[config.mk]
export PLATFORM = sky130hd
export DESIGN_NAME = rf_wb_arbiter_flat
export DESIGN_NICKNAME = d
export VERILOG_FILES = /design/src/rtl/rf_wb_arbiter_pkg.sv /design/src/rtl/rf_wb_arbiter_if.sv /design/src/rtl/rf_wb_arbiter_rr_arbiter.sv /design/src/rtl/rf_wb_arbiter.sv /design/src/flat_wrapper.sv
export SDC_FILE = /design/constraint.sdc
export NUM_CORES = 1
export LEC_CHECK = 0
export BUFFER_PORTS_ARGS = -buffer_cell sky130_fd_sc_hd__buf_2
export CORE_ASPECT_RATIO = 0.5
export CORE_MARGIN = 4
export CORE_UTILIZATION = 45
export DETAILED_ROUTE_END_ITERATION = 7
export PLACE_DENSITY_LB_ADDON = 0.2
export SLEW_MARGIN = 20
export SYNTH_ARGS = -nofsm -noshare
export SYNTH_HDL_FRONTEND = slang
export SYNTH_SLANG_ARGS = --single-unit
[constraint.sdc]
create_clock -name clk -period 4.2 [get_ports clk]
set_input_delay 0.63 -clock clk [delete_from_list [all_inputs] [get_ports clk]]
set_output_delay 0.63 -clock clk [all_outputs]
set_load 0.005 [all_outputs]
[src/rtl/rf_wb_arbiter_pkg.sv]
// rtl/rf_wb_arbiter_pkg.sv - shared constants and state encoding for the writeback arbiter
// Purpose: requester count, scoreboard counter width, register/data widths, FSM states.
// Ports: none (package).
package rf_wb_arbiter_pkg;

  localparam int NREQ = 3;
  localparam int SBW  = 2;
  localparam int AW   = 5;
  localparam int DW   = 32;
  localparam int NREG = 32;

  typedef enum logic {
    RUN   = 1'b0,
    DRAIN = 1'b1
  } state_t;

endpackage

[src/rtl/rf_wb_arbiter_if.sv]
// rtl/rf_wb_arbiter_if.sv - writeback request bus shared by all requesters
// Purpose: bundles per-requester valid/ready handshake with packed address and data.
// Ports: wb_valid/wb_waddr/wb_wdata driven by master, wb_ready driven by slave.
interface rf_wb_arbiter_if #(
  parameter int NREQ = rf_wb_arbiter_pkg::NREQ
);
  import rf_wb_arbiter_pkg::*;

  logic [NREQ-1:0]    wb_valid;
  logic [NREQ-1:0]    wb_ready;
  logic [AW*NREQ-1:0] wb_waddr;
  logic [DW*NREQ-1:0] wb_wdata;

  modport master (
    output wb_valid,
    output wb_waddr,
    output wb_wdata,
    input  wb_ready
  );

  modport slave (
    input  wb_valid,
    input  wb_waddr,
    input  wb_wdata,
    output wb_ready
  );

endinterface

[src/rtl/rf_wb_arbiter_rr_arbiter.sv]
// rtl/rf_wb_arbiter_rr_arbiter.sv - N-way round-robin grant with rotating priority pointer
// Purpose: one-hot grant among asserted requests, search starting at pointer rr.
// Ports: clk, resetn; req in; grant (one-hot), grant_idx, grant_valid out.
module rr_arbiter #(
  parameter  int N  = 3,
  localparam int IW = (N > 1) ? $clog2(N) : 1
) (
  input  logic          clk,
  input  logic          resetn,
  input  logic [N-1:0]  req,
  output logic [N-1:0]  grant,
  output logic [IW-1:0] grant_idx,
  output logic          grant_valid
);

  logic [IW-1:0] rr_q;

  // First asserted request at or after rr (wrapping) wins.
  always_comb begin
    logic [IW-1:0] k;
    k           = '0;
    grant       = '0;
    grant_idx   = '0;
    grant_valid = 1'b0;
    for (int off = 0; off < N; off++) begin
      k = IW'((int'(rr_q) + off) % N);
      if (!grant_valid && req[k]) begin
        grant[k]    = 1'b1;
        grant_idx   = k;
        grant_valid = 1'b1;
      end
    end
  end

  // Priority moves just past the winner so it becomes lowest next time.
  always_ff @(posedge clk) begin
    if (!resetn) begin
      rr_q <= '0;
    end else if (grant_valid) begin
      rr_q <= (int'(grant_idx) == N - 1) ? '0 : grant_idx + 1'b1;
    end
  end

endmodule

[src/rtl/rf_wb_arbiter.sv]
// rtl/rf_wb_arbiter.sv - writeback arbiter with register scoreboard and drain FSM
// Purpose: round-robin writeback into the regfile, per-register pending counters,
//          RUN/DRAIN flow that blocks issue until every pending write has landed.
// Ports: clk, resetn; wb (slave, writeback requests); rf_wen/rf_waddr/rf_wdata registered
//        write port; iss_valid/iss_ready/iss_waddr issue reservation; rs1/rs2 busy lookup;
//        flush in, drained single-cycle pulse out.
module rf_wb_arbiter #(
  parameter int NREQ = rf_wb_arbiter_pkg::NREQ,
  parameter int SBW  = rf_wb_arbiter_pkg::SBW
) (
  input  logic                             clk,
  input  logic                             resetn,
  rf_wb_arbiter_if.slave                   wb,
  output logic                             rf_wen,
  output logic [rf_wb_arbiter_pkg::AW-1:0] rf_waddr,
  output logic [rf_wb_arbiter_pkg::DW-1:0] rf_wdata,
  input  logic                             iss_valid,
  output logic                             iss_ready,
  input  logic [rf_wb_arbiter_pkg::AW-1:0] iss_waddr,
  input  logic [rf_wb_arbiter_pkg::AW-1:0] rs1_addr,
  input  logic [rf_wb_arbiter_pkg::AW-1:0] rs2_addr,
  output logic                             rs1_busy,
  output logic                             rs2_busy,
  input  logic                             flush,
  output logic                             drained
);
  import rf_wb_arbiter_pkg::*;

  localparam int IW = (NREQ > 1) ? $clog2(NREQ) : 1;
  localparam logic [SBW-1:0] CNT_MAX = '1;

  logic [IW-1:0]  grant_idx;
  logic           grant_valid;
  logic [AW-1:0]  wb_sel_addr;
  logic [DW-1:0]  wb_sel_data;
  logic           wb_acc;
  logic           iss_acc;

  logic [SBW-1:0] cnt_q [NREG-1:1];
  logic [NREG-1:0] nz;
  logic [NREG-1:0] full;
  logic [NREG-1:1] inc;
  logic [NREG-1:1] dec;
  logic            all_idle;

  state_t state_q, state_d;

  rr_arbiter #(.N(NREQ)) u_rr_arbiter (
    .clk         (clk),
    .resetn      (resetn),
    .req         (wb.wb_valid),
    .grant       (wb.wb_ready),
    .grant_idx   (grant_idx),
    .grant_valid (grant_valid)
  );

  assign wb_sel_addr = wb.wb_waddr[grant_idx*AW +: AW];
  assign wb_sel_data = wb.wb_wdata[grant_idx*DW +: DW];
  // r0 writes complete the handshake but never touch the regfile or scoreboard.
  assign wb_acc      = grant_valid && (wb_sel_addr != '0);

  // Bit 0 of nz/full stays 0 so r0 is never busy and never blocks issue.
  always_comb begin
    nz   = '0;
    full = '0;
    for (int r = 1; r < NREG; r++) begin
      nz[r]   = (cnt_q[r] != '0);
      full[r] = (cnt_q[r] == CNT_MAX);
    end
  end

  assign all_idle  = ~|nz;
  assign iss_ready = (state_q == RUN) && !full[iss_waddr];
  assign iss_acc   = iss_valid && iss_ready && (iss_waddr != '0);
  assign rs1_busy  = nz[rs1_addr];
  assign rs2_busy  = nz[rs2_addr];

  always_comb begin
    inc = '0;
    dec = '0;
    for (int r = 1; r < NREG; r++) begin
      inc[r] = iss_acc && (iss_waddr == AW'(r));
      dec[r] = wb_acc && (wb_sel_addr == AW'(r));
    end
  end

  // Same-cycle issue and writeback cancel; a decrement at zero is dropped.
  always_ff @(posedge clk) begin
    for (int r = 1; r < NREG; r++) begin
      if (!resetn) begin
        cnt_q[r] <= '0;
      end else if (inc[r] && !dec[r]) begin
        cnt_q[r] <= cnt_q[r] + 1'b1;
      end else if (dec[r] && !inc[r] && nz[r]) begin
        cnt_q[r] <= cnt_q[r] - 1'b1;
      end
    end
  end

  always_ff @(posedge clk) begin
    if (!resetn) begin
      rf_wen   <= 1'b0;
      rf_waddr <= '0;
      rf_wdata <= '0;
    end else begin
      rf_wen <= wb_acc;
      if (grant_valid) begin
        rf_waddr <= wb_sel_addr;
        rf_wdata <= wb_sel_data;
      end
    end
  end

  always_ff @(posedge clk) begin
    if (!resetn) begin
      state_q <= RUN;
    end else begin
      state_q <= state_d;
    end
  end

  // drained is a Moore output: high in the one DRAIN cycle that sees an empty scoreboard.
  always_comb begin
    state_d = state_q;
    drained = 1'b0;
    case (state_q)
      RUN: begin
        if (flush) state_d = DRAIN;
      end
      DRAIN: begin
        if (all_idle) begin
          state_d = RUN;
          drained = 1'b1;
        end
      end
      default: state_d = RUN;
    endcase
  end

endmodule

[src/flat_wrapper.sv]
// flat-port wrapper written by rule: the top's interface ports become plain ports
module rf_wb_arbiter_flat import rf_wb_arbiter_pkg::*;
#(
  parameter int NREQ = rf_wb_arbiter_pkg::NREQ,
  parameter int SBW  = rf_wb_arbiter_pkg::SBW
)
  (clk, resetn, rf_wen, rf_waddr, rf_wdata, iss_valid, iss_ready, iss_waddr, rs1_addr, rs2_addr, rs1_busy, rs2_busy, flush, drained, wb_wb_valid, wb_wb_waddr, wb_wb_wdata, wb_wb_ready);
  rf_wb_arbiter_if #(.NREQ(NREQ)) wb_i ();
  input  logic clk;
  input  logic resetn;
  output logic rf_wen;
  output logic [rf_wb_arbiter_pkg::AW-1:0] rf_waddr;
  output logic [rf_wb_arbiter_pkg::DW-1:0] rf_wdata;
  input  logic iss_valid;
  output logic iss_ready;
  input  logic [rf_wb_arbiter_pkg::AW-1:0] iss_waddr;
  input  logic [rf_wb_arbiter_pkg::AW-1:0] rs1_addr;
  input  logic [rf_wb_arbiter_pkg::AW-1:0] rs2_addr;
  output logic rs1_busy;
  output logic rs2_busy;
  input  logic flush;
  output logic drained;
  input wire logic [$bits(wb_i.wb_valid)-1:0] wb_wb_valid;
  input wire logic [$bits(wb_i.wb_waddr)-1:0] wb_wb_waddr;
  input wire logic [$bits(wb_i.wb_wdata)-1:0] wb_wb_wdata;
  output wire logic [$bits(wb_i.wb_ready)-1:0] wb_wb_ready;
  assign wb_i.wb_valid = wb_wb_valid;
  assign wb_i.wb_waddr = wb_wb_waddr;
  assign wb_i.wb_wdata = wb_wb_wdata;
  assign wb_wb_ready = wb_i.wb_ready;
  rf_wb_arbiter #(.NREQ(NREQ), .SBW(SBW)) u_core (.clk(clk), .resetn(resetn), .wb(wb_i), .rf_wen(rf_wen), .rf_waddr(rf_waddr), .rf_wdata(rf_wdata), .iss_valid(iss_valid), .iss_ready(iss_ready), .iss_waddr(iss_waddr), .rs1_addr(rs1_addr), .rs2_addr(rs2_addr), .rs1_busy(rs1_busy), .rs2_busy(rs2_busy), .flush(flush), .drained(drained));
endmodule
==> summary.txt, run 1 <==
Power and ir drop
  – P_leak: around 4.0 nW
  – Max VDD drop: ~350 uV
  – Pwr dens: approximately 540 nW/um^2

Outcome
  – Outcome: completed

Placement
  – Post-Place Cell Area: approximately 9200 um^2
  – Placer congestion estimate: 0.925
  – DP Wirelength: 19,300 um
  – IO buf count: about 180

Worst hold path
  – Hold depth: 2
  – Hold Crit Start: u_core.rf_waddr[0]
  – Worst hold endpoint: u_core.rf_waddr[0]
  – Worst hold path class: flip-flop to flip-flop

Setup path
  – CP Launch Point: u_core.u_rr_arbiter.rr_q[1]
  – Critical path class: flip-flop to flip-flop
  – CP max FO: 11
  – Critical path launch point type: flip-flop
  – CP required: roughly 4.3 ns
  – Flop2flop setup slack: just over 0.3 ns
  – R2R Path End: u_core.cnt_q[0][40]
  – Worst Setup End Kind: flip-flop
  – Worst path arrival time: a little under 4 ns
  – Worst reg-to-reg path cell count: 9
  – RR Startpoint: u_core.u_rr_arbiter.rr_q[1]

Logic synthesis
  – Post-synthesis simple-gate area fraction: 0.177
  – Register bit count reported by yosys: 103
  – Cell Area, Synth: slightly above 8000 um^2
  – Post-synth top cells: 103 x nor2_1, 68 x inv_1, 66 x ha_1
  – Area leader, netlist: edfxtp_1
  – Sequential fraction of the synthesis area: 0.330
  – Synth Area in Compound Gates: 0.197
  – Main combinational cell family by area after synthesis: compound AO/OA/AOI/OAI gates
  – Most frequent cell after synthesis: nor2_1
  – Largest cells by area after synthesis: edfxtp_1 23%, ha_1 10%, dfxtp_1 10%
  – Cells after Synth: just under 900
  – Adder-Cell Fraction of Synth Area: 0.101
  – Syn avg cell area: just over 9 um^2
  – Multiplexer share of the synthesized area: 0.133
  – Xor and xnor area share after synthesis: 0
  – Yosys top cell area share: 0.229
  – Post-synthesis cell type count: 63
  – Ys flop type: edfxtp_1
  – Warnings, synthesis: 0
  – Number of flops mapped to enable cells by yosys: between 60 and 70
  – Asr flop ratio synth: 0
  – Mapped Nets: between 1,000 and 1,500

Drt
  – DRC viols: 0
  – WL final: 25,400 um
  – Via count: 7,674
  – Post-route ant nets: 0
  – Mean routed wirelength per cell: roughly 20 um
  – Initial detailed-routing violation count: about 600
  – Via density: ~6
  – Router iterations before antenna repair: 5

Die
  – Initial Util: 0.463
  – Die Ht: between 100 and 150 um
  – Die X: 198 um
  – Area of the core: around 18,000 um^2
  – Die area: 20,400 um^2
  – Rows: 34
  – # IOs: between 150 and 200

STA
  – Final setup violation count: 0
  – Max Freq: 257 MHz
  – Max Clock Skew: about 0.016 ns
  – Worst slew pin tran: 0.802 ns
  – Hold Violations, Final: 0
  – Fin. max-slew vios: 0
  – Period utilization: 0.927
  – Slew headroom: 0.465
  – TNS Setup: 0 ns
  – Post-route minimum period: 3.89 ns
  – RSZ-0062 raised after global routing: no

CTS
  – CTS Hold Bufs: 0
  – Clk_lat worst skew: 0.36 ns
  – Clk slew on worst S/H paths: 0.08 ns
  – Setup repair bufs after CTS: 0
  – Cts bufs inserted: 9
  – TritonCTS clock tree: built
  – Clk sink count: around 100
  – Cts repair resizes: 0
  – CTS Buffer Depth: 2
  – Root buf cell: clkbuf_16
  – H-tree Lvls: 3

GRT
  – Gr usage total: 0.244
  – Vias in the first global route: 7,155
  – First-pass GRT wire length: around 39,000 um
  – GR Overflow Total: 0
  – Largest net degree at the start of global routing: 72
  – Initial antenna violation count: 1

Finish
  – Fillers: about 1,600
  – Area grow syn2layout: 17.3%
  – Layout cells sized above 1: 0.247
  – Post-route cell area: between 9000 and 10,000 um^2
  – Final #Nets: ~1,200

Flow run
  – MaxCap Viol Count: 0
cell usage in the layout (no fill, tap or decap), types with 30 or more instances in the layout:
master	netlist	routed
or4_1	30	30
edfxtp_1	62	62
dfxtp_1	41	41
a221oi_1	35	35
mux2i_1	60	60
a21oi_1	30	30
nor2_1	103	103
inv_1	68	68
o21ai_0	32	32
buf_2	5	177
ha_1	66	66
nand3_1	41	40
registers in the layout, indices dropped and copies added, names as in the netlist:
signal                    count
u_core.cnt_q                 62
u_core.rf_waddr               5
u_core.rf_wdata              32
u_core.rf_wen                 1
u_core.state_q                1
u_core.u_rr_arbiter.rr_q      2
critical path: stages, from the launching register on:
cell and delay [ns]:
dfxtp_1 0.34, inv_1 0.09, ha_1 0.37, mux2i_1 0.37
o21ai_0 0.27, o41ai_1 0.62, o31ai_1 0.17, or4_1 0.70
or4_1 0.55, nand3_1 0.15
cells by family (layout without fill, tap and decap cells):
| kind of cell | Yosys count | count (layout) |
|---|---|---|
| other | 0 | 1 |
| flip-flops | 103 | 103 |
| adder cells (fa/ha/maj) | 66 | 66 |
| buffers and inverters | 130 | 282 |
| multiplexers | 84 | 84 |
| AO/OA/AOI/OAI | 218 | 218 |
| AND/OR/NAND/NOR | 270 | 270 |
report_power, final:
part | internal (W) | switching, W | leakage (nW)
combinational | 0.00106 | 0.00179 | 2.91
sequential | 0.00132 | 0.000135 | 0.982
clock | 0.000458 | 0.000400 | 0.151
total | 0.00284 | 0.00232 | 4.04
metrics by stage:
| step | power (W) | instances | hold slack (ns) | util | setup WS [ns] |
|---|---|---|---|---|---|
| 6_report | 0.00516 | 1258 | 0.493 | 0.543 | 0.308 |
| 4_1_cts | 0.00516 | 1257 | 0.500 | 0.543 | 0.335 |
| 3_5_place_dp | 0.00429 | 1241 | 0.481 | 0.525 | 0.367 |
| 3_3_place_gp | 0.00423 | 1241 | 0.470 | 0.525 | 0.470 |
| 2_1_floorplan | 0.00339 | 871 | 0.479 | - | 0.687 |
| 5_1_grt | 0.00554 | 1257 | 0.510 | 0.543 | 0.0760 |
layout make-up:
cell class	instances	area [um^2]	area share
multi-input combinational	638	4970	0.521
sequential	103	2680	0.281
clock buffer	11	264	0.0277
timing repair buffer	197	1040	0.109
inverter	69	259	0.0271
antenna	1	2.50	0.000262
clock inverter	5	36.3	0.00380
tap	234	293	0.0307
layer usage:
layer  vias to the layer above  track usage  part of all wire
met2                       316        0.390              0.45
met5                         -            0           0.00047
met3                        34       0.0659             0.088
met4                         2       0.0487             0.014
met1                      3668        0.338              0.45
li1                       3654            -                 -
worst max path at each step:
stage                                endpoint  slack (ns)  depth (start not counted)
final                     u_core.cnt_q[0][40]        0.31                          9
after global routing      u_core.cnt_q[0][24]        0.08                          9
after CTS                 u_core.cnt_q[0][15]        0.33                          9
after detailed placement  u_core.cnt_q[0][40]        0.37                          9
after global placement    u_core.cnt_q[0][24]        0.47                          9
after floorplan           u_core.cnt_q[0][16]        0.69                         11
(Power assumes the default switching activity.)
==> run 2: changes to the inputs <==
--- a/config.mk
+++ b/config.mk
@@ -9,6 +9,7 @@
 export CORE_ASPECT_RATIO = 0.5
 export CORE_MARGIN = 4
 export CORE_UTILIZATION = 45
+export CTS_BUF_LIST = sky130_fd_sc_hd__clkbuf_16
 export DETAILED_ROUTE_END_ITERATION = 7
 export PLACE_DENSITY_LB_ADDON = 0.2
 export SLEW_MARGIN = 20
==> constraint.sdc (replaced) <==
create_clock -name clk -period 4.2 [get_ports clk]
set_input_delay 0.84 -clock clk [delete_from_list [all_inputs] [get_ports clk]]
set_output_delay 0.84 -clock clk [all_outputs]
set_load 0.005 [all_outputs]
==> run 2 against run 1 <==
Compared with the run above:
- largest cell class unchanged
- sequential share of layout area stayed put
- combinational power hardly changed
- sequential power hardly changed
- routed wire length is 0.83% lower
- critical path depth is 1 higher
- final cell count hardly changed
- core utilization stayed put
- register-to-register slack worse by 0.03 ns
- highest routed layer unchanged
- sequential cell count stayed put
- largest power group unchanged
- worst hold slack better by 0.013 ns
==> summary.txt, run 2 (synthesis gave the netlist of run 1 again) <==
CTS
  – Clk_lat worst skew: 0.35 ns
  – Clk sink count: between 100 and 150
  – TritonCTS clock tree: built
  – Root buf cell: clkbuf_16
  – Clk slew on worst S/H paths: about 0.080 ns
  – CTS Buffer Depth: 2
  – H-tree Lvls: 3
  – CTS Hold Bufs: 0
  – Cts bufs inserted: 9

STA
  – Slew headroom: 0.279
  – Final setup violation count: 0
  – Worst slew pin tran: ~1.1 ns
  – Fin. max-slew vios: 0
  – Max Freq: 255 MHz
  – Post-route minimum period: 3.92 ns
  – RSZ-0062 raised after global routing: no
  – Max Clock Skew: between 0.01 and 0.015 ns
  – TNS Setup: 0 ns
  – Hold Violations, Final: 0
  – Period utilization: 0.933

Finish
  – Multi-input logic area: roughly 5000 um^2
  – Max reg flops: just over 60
  – Register area: 2680 um^2
  – Diodes inserted: 0
  – Fillers: about 1,700
  – Commonest cells after routing, fill and taps aside: 177 x buf_2, 103 x nor2_1, 68 x inv_1, 66 x ha_1, 62 x edfxtp_1
  – Final #Nets: about 1,200
  – Most flops, register: u_core.cnt_q
  – Area grow syn2layout: 17.3%
  – Layout cells sized above 1: 0.246
  – Top flop regs: u_core.cnt_q (62), u_core.rf_wdata (32), u_core.rf_waddr (5)
  – Most common cell after layout, fill and taps aside: buf_2

Worst hold path
  – Hold depth: 2
  – Worst hold path class: flip-flop to flip-flop
  – Worst hold endpoint: u_core.rf_wdata[8]
  – Hold Crit Start: u_core.rf_wdata[8]

Setup path
  – Max incr delay on CP: approximately 0.64 ns
  – CP required: between 4 and 5 ns
  – Worst reg-to-reg path cell count: 10
  – Critical path class: flip-flop to flip-flop
  – CP max FO: 10
  – Critical path launch point type: flip-flop
  – Flop2flop setup slack: about 0.28 ns
  – Crit path cell chain: inv_1 > ha_1 > and3b_1 > o31a_1 > o211a_1 > o31ai_1 > buf_4 > nand4_1 > or4_1 > nand3_1
  – Worst path arrival time: between 3 and 4 ns
  – Slowest cell on the critical path: or4_1
  – R2R Path End: u_core.cnt_q[0][53]
  – RR Startpoint: u_core.u_rr_arbiter.rr_q[0]
  – Worst Setup End Kind: flip-flop

Power and ir drop
  – Tot Pwr: approximately 0.0052 W
  – Pwr dens: roughly 550 nW/um^2
  – P_leak: approximately 4.0 nW
  – Max VDD drop: between 300 and 400 uV

GRT
  – Initial antenna violation count: 2
  – GR Overflow Total: 0
  – Vias in the first global route: ~7,000
  – Largest net degree at the start of global routing: between 70 and 80
  – First-pass GRT wire length: 38,900 um
  – Gr usage total: 0.241

Die
  – # IOs: about 180
  – Die Ht: slightly above 100 um
  – Rows: 34
  – Die area: about 20,000 um^2
  – Area of the core: 17,600 um^2
  – Initial Util: 0.463
  – Die X: ~200 um

Outcome
  – Outcome: completed

Drt
  – Post-route ant nets: 0
  – Router iterations before antenna repair: 5
  – Mean routed wirelength per cell: 20.0 um
  – Via density: around 6
  – DRC viols: 0
  – Initial detailed-routing violation count: 690
  – Via count: 7,747
  – WL final: between 20,000 and 30,000 um

Placement
  – Placer congestion estimate: between 0.8 and 0.9
  – IO buf count: 177
  – DP Wirelength: between 15,000 and 20,000 um

Flow run
  – MaxCap Viol Count: 0
==> run 2: stage by stage <==
step           cell area [um^2]   util  hold WS [ns]  cells  setup slack, ns
2_1_floorplan              8140      -         0.479    871            0.604
3_3_place_gp               9230  0.525         0.469   1241            0.314
3_5_place_dp               9230  0.525         0.482   1241            0.203
4_1_cts                    9540  0.543         0.510   1257            0.246
5_1_grt                    9550  0.543         0.540   1257          0.00883
6_report                   9550  0.543         0.506   1257            0.282
==> run 2: critical path: cells and delay by family (launching register included) <==
kind,cells,cell delay [ns]
compound gates,3,1.18
fa+ha+maj,1,0.41
buf+inv,2,0.32
flops,1,0.38
simple gates,4,1.34
==> run 2: power by group <==
group / internal, W / switching, W / total [W]
combinational: 0.00107 / 0.00179 / 0.00287
sequential: 0.00132 / 0.000136 / 0.00145
clock: 0.000455 / 0.000426 / 0.000881
total: 0.00285 / 0.00235 / 0.00520
==> run 2: cell type report <==
cell class / instances / area share
clock buffer: 10 / 0.0262
sequential: 103 / 0.281
clock inverter: 6 / 0.00603
tap: 234 / 0.0307
multi-input combinational: 638 / 0.520
timing repair buffer: 197 / 0.109
inverter: 69 / 0.0271
==> run 2: what timing repair did <==
action,4_1_cts,5_1_grt
endpoints found under the setup margin,0,12
resized for setup,0,1
buffers inserted,0,0
==> run 2: how the worst max path moves through the flow <==
stage | startpoint | end | slack [ns] | cells past startpoint
floorplan | iss_waddr[1] | u_core.cnt_q[0][38] | 0.60 | 11
global placement | wb_wb_valid[1] | u_core.cnt_q[0][6] | 0.31 | 9
detailed placement | wb_wb_valid[2] | u_core.cnt_q[0][13] | 0.20 | 8
CTS | u_core.u_rr_arbiter.rr_q[0] | u_core.cnt_q[0][12] | 0.25 | 9
global route | u_core.u_rr_arbiter.rr_q[1] | u_core.cnt_q[0][7] | 0.009 | 10
finish | u_core.u_rr_arbiter.rr_q[0] | u_core.cnt_q[0][53] | 0.28 | 10
==> run 2: routing by layer <==
metal | up-vias | track usage | share of wire
li1 | 3653 | - | -
met4 | 4 | 0.0471 | 0.013
met5 | - | 0.00694 | 0.00079
met3 | 31 | 0.0624 | 0.089
met1 | 3726 | 0.340 | 0.45
met2 | 333 | 0.380 | 0.45
==> run 3: changes to the inputs <==
--- a/config.mk
+++ b/config.mk
@@ -5,6 +5,7 @@
 export SDC_FILE = /design/constraint.sdc
 export NUM_CORES = 1
 export LEC_CHECK = 0
+export ABC_AREA = 1
 export BUFFER_PORTS_ARGS = -buffer_cell sky130_fd_sc_hd__buf_2
 export CORE_ASPECT_RATIO = 0.5
 export CORE_MARGIN = 4
@@ -12,6 +13,7 @@
 export CTS_BUF_LIST = sky130_fd_sc_hd__clkbuf_16
 export DETAILED_ROUTE_END_ITERATION = 7
 export PLACE_DENSITY_LB_ADDON = 0.2
+export REMOVE_ABC_BUFFERS = 1
 export SLEW_MARGIN = 20
 export SYNTH_ARGS = -nofsm -noshare
 export SYNTH_HDL_FRONTEND = slang
==> run 3 against run 2 <==
Compared with the run above:
- synthesized area up 5.6%
- worst hold slack worse by 0.031 ns
- routed wire length up 14%
- sequential cell count unchanged
- via count up 20%
- non-clock buffer count down 8
==> summary.txt, run 3 <==
STA
  – Max Clock Skew: roughly 0.015 ns
  – Fin. max-slew vios: 0
  – Slew headroom: 0.415
  – Max Freq: ~290 MHz
  – Final setup violation count: 0
  – Hold Violations, Final: 0
  – Worst slew pin tran: slightly below 0.9 ns
  – TNS Setup: 0 ns
  – Post-route minimum period: 3.50 ns
  – Period utilization: 0.835
  – RSZ-0062 raised after global routing: no

Setup path
  – Flop2flop setup slack: ~0.70 ns
  – CP Launch Point: u_core.u_rr_arbiter.rr_q[0]
  – RR Startpoint: u_core.u_rr_arbiter.rr_q[0]
  – Worst reg-to-reg path cell count: 18
  – CP required: ~4.3 ns
  – Worst path arrival time: approximately 3.6 ns
  – CP max FO: 35
  – Worst Setup End Kind: flip-flop
  – Critical path launch point type: flip-flop
  – R2R Path End: u_core.cnt_q[0][9]
  – Critical path class: flip-flop to flip-flop
  – CP endpoint: u_core.cnt_q[0][9]

CTS
  – Cts repair resizes: 0
  – H-tree Lvls: 3
  – CTS Buffer Depth: 2
  – Setup repair bufs after CTS: 0
  – Clk sink count: approximately 100
  – TritonCTS clock tree: built
  – Root buf cell: clkbuf_16
  – Cts bufs inserted: 9
  – Clk slew on worst S/H paths: 0.08 ns
  – CTS Hold Bufs: 0
  – Clk_lat worst skew: between 0.3 and 0.4 ns

Finish
  – Commonest cells after routing, fill and taps aside: 387 x nand2_1, 177 x buf_2, 172 x inv_1, 138 x nor2_1, 104 x nand3_1
  – Fillers: around 1,900
  – Max reg flops: 62
  – Most flops, register: u_core.cnt_q
  – Non-Filler Instances: roughly 1,700
  – Area grow syn2layout: 16.3%
  – Layout cells sized above 1: 0.179
  – Register area: approximately 2700 um^2
  – Final #Nets: 1,655
  – Most common cell after layout, fill and taps aside: nand2_1
  – Top flop regs: u_core.cnt_q (62), u_core.rf_wdata (32), u_core.rf_waddr (5)
  – Multi-input logic area: ~5000 um^2

Logic synthesis
  – Area leader, netlist: edfxtp_1
  – Cells after Synth: approximately 1,300
  – Warnings, synthesis: 0
  – Post-synth top cells: 387 x nand2_1, 173 x inv_1, 139 x nor2_1
  – Register bit count reported by yosys: just over 100
  – Most frequent cell after synthesis: nand2_1
  – Number of flops mapped to enable cells by yosys: between 60 and 70
  – Sequential fraction of the synthesis area: 0.312
  – Yosys top cell area share: 0.216
  – Ys flop type: edfxtp_1
  – Largest cells by area after synthesis: edfxtp_1 22%, nand2_1 17%, ha_1 9.6%
  – Syn avg cell area: around 6.6 um^2
  – Asr flop ratio synth: 0
  – Post-synthesis cell type count: between 40 and 50
  – Cell Area, Synth: 8600 um^2

Worst hold path
  – Hold Crit Start: u_core.rf_waddr[4]
  – Worst hold path class: flip-flop to flip-flop

GRT
  – Vias in the first global route: 8,864
  – Largest net degree at the start of global routing: between 40 and 50
  – GR Overflow Total: 0
  – Gr usage total: 0.260
  – Initial antenna violation count: 4
  – First-pass GRT wire length: between 40,000 and 50,000 um

Die
  – Rows: 35
  – Die area: ~22,000 um^2
  – Die X: between 200 and 250 um
  – Die Ht: approximately 110 um
  – Area of the core: around 19,000 um^2
  – Initial Util: 0.463
  – # IOs: about 180

Drt
  – Mean routed wirelength per cell: between 15 and 20 um
  – Via density: around 5.4
  – DRC viols: 0
  – Initial detailed-routing violation count: 748
  – Post-route ant nets: 0
  – Via count: between 9,000 and 10,000
  – WL final: between 20,000 and 30,000 um
  – Router iterations before antenna repair: 6

Placement
  – IO buf count: about 180
  – DP Wirelength: between 20,000 and 25,000 um
  – Placed insts: about 1,700
  – Placer congestion estimate: 1.06

Power and ir drop
  – P_leak: 4.90 nW
  – Max VDD drop: around 300 uV
  – Pwr dens: 572 nW/um^2

Flow run
  – MaxCap Viol Count: 0

Outcome
  – Outcome: completed
[run 3: cell type report]
type,instances,share of cell area
diodes,4,0.00100
well taps,259,0.0324
clock buffers,10,0.0250
multi-input cells,962,0.498
clock inverters,6,0.00600
flip-flops and latches,103,0.268
repair buffers,189,0.0975
inverters,191,0.0719
[run 3: critical path: stages, from the launching register on]
cell and delay, ns:
dfxtp_1 0.38, inv_1 0.08, ha_1 0.39, inv_2 0.15, nand3_1 0.09, nand2_1 0.16, inv_1 0.07, nor2_2 0.14
nand2_2 0.10, nand2_2 0.12, buf_4 0.35, nand2_1 0.11, o211ai_2 0.10, nand2_4 0.12, inv_2 0.30, nand2_1 0.12
nor2_1 0.22, nand2_1 0.09, nand3_1 0.11
[run 3: worst min path at each step]
stage	endpoint	slack, ns	depth (start not counted)
finish	u_core.rf_waddr[4]	0.48	2
detailed placement	u_core.rf_waddr[4]	0.47	2
global placement	u_core.rf_wdata[20]	0.47	2
CTS	u_core.rf_waddr[4]	0.48	2
global route	u_core.rf_waddr[4]	0.51	2
floorplan	u_core.rf_waddr[4]	0.46	2
[run 3: power breakdown]
group | internal [W] | total, W | switching, W
sequential | 0.00130 | 0.00142 | 0.000123
combinational | 0.000991 | 0.00342 | 0.00243
clock | 0.000455 | 0.000888 | 0.000433
[run 3: per-layer routing]
| layer | up-vias | wire [um] | track usage |
|---|---|---|---|
| li1 | 4556 | - | - |
| met1 | 4270 | 12700 | 0.361 |
| met2 | 411 | 12400 | 0.401 |
| met3 | 47 | 3060 | 0.0710 |
| met4 | 0 | 667 | 0.0683 |
| met5 | - | 0 | 0 |
[run 3: through the flow]
step | power, W | utilization | setup WS, ns | area (um^2) | hold slack [ns]
global placement | 0.00473 | 0.522 | 0.790 | 9680 | 0.474
CTS | 0.00570 | 0.538 | 0.711 | 9990 | 0.478
finish | 0.00573 | 0.539 | 0.695 | 10000 | 0.475
detailed placement | 0.00479 | 0.522 | 0.699 | 9680 | 0.467
floorplan | 0.00367 | - | 0.106 | 8380 | 0.462
global route | 0.00620 | 0.539 | 0.305 | 10000 | 0.511
[run 3: cells by family (layout without fill, tap and decap cells)]
group                      count (synthesis)  in the layout  synth area share
and+or+nand+nor                          707            707             0.352
buffers and inverters                    239            396             0.110
AOI/OAI and AO/OA                        185            185             0.126
DFF                                      103            103             0.312
adders and majority gates                 66             66            0.0960
muxes                                      4              4           0.00466
other                                      0              4                 0
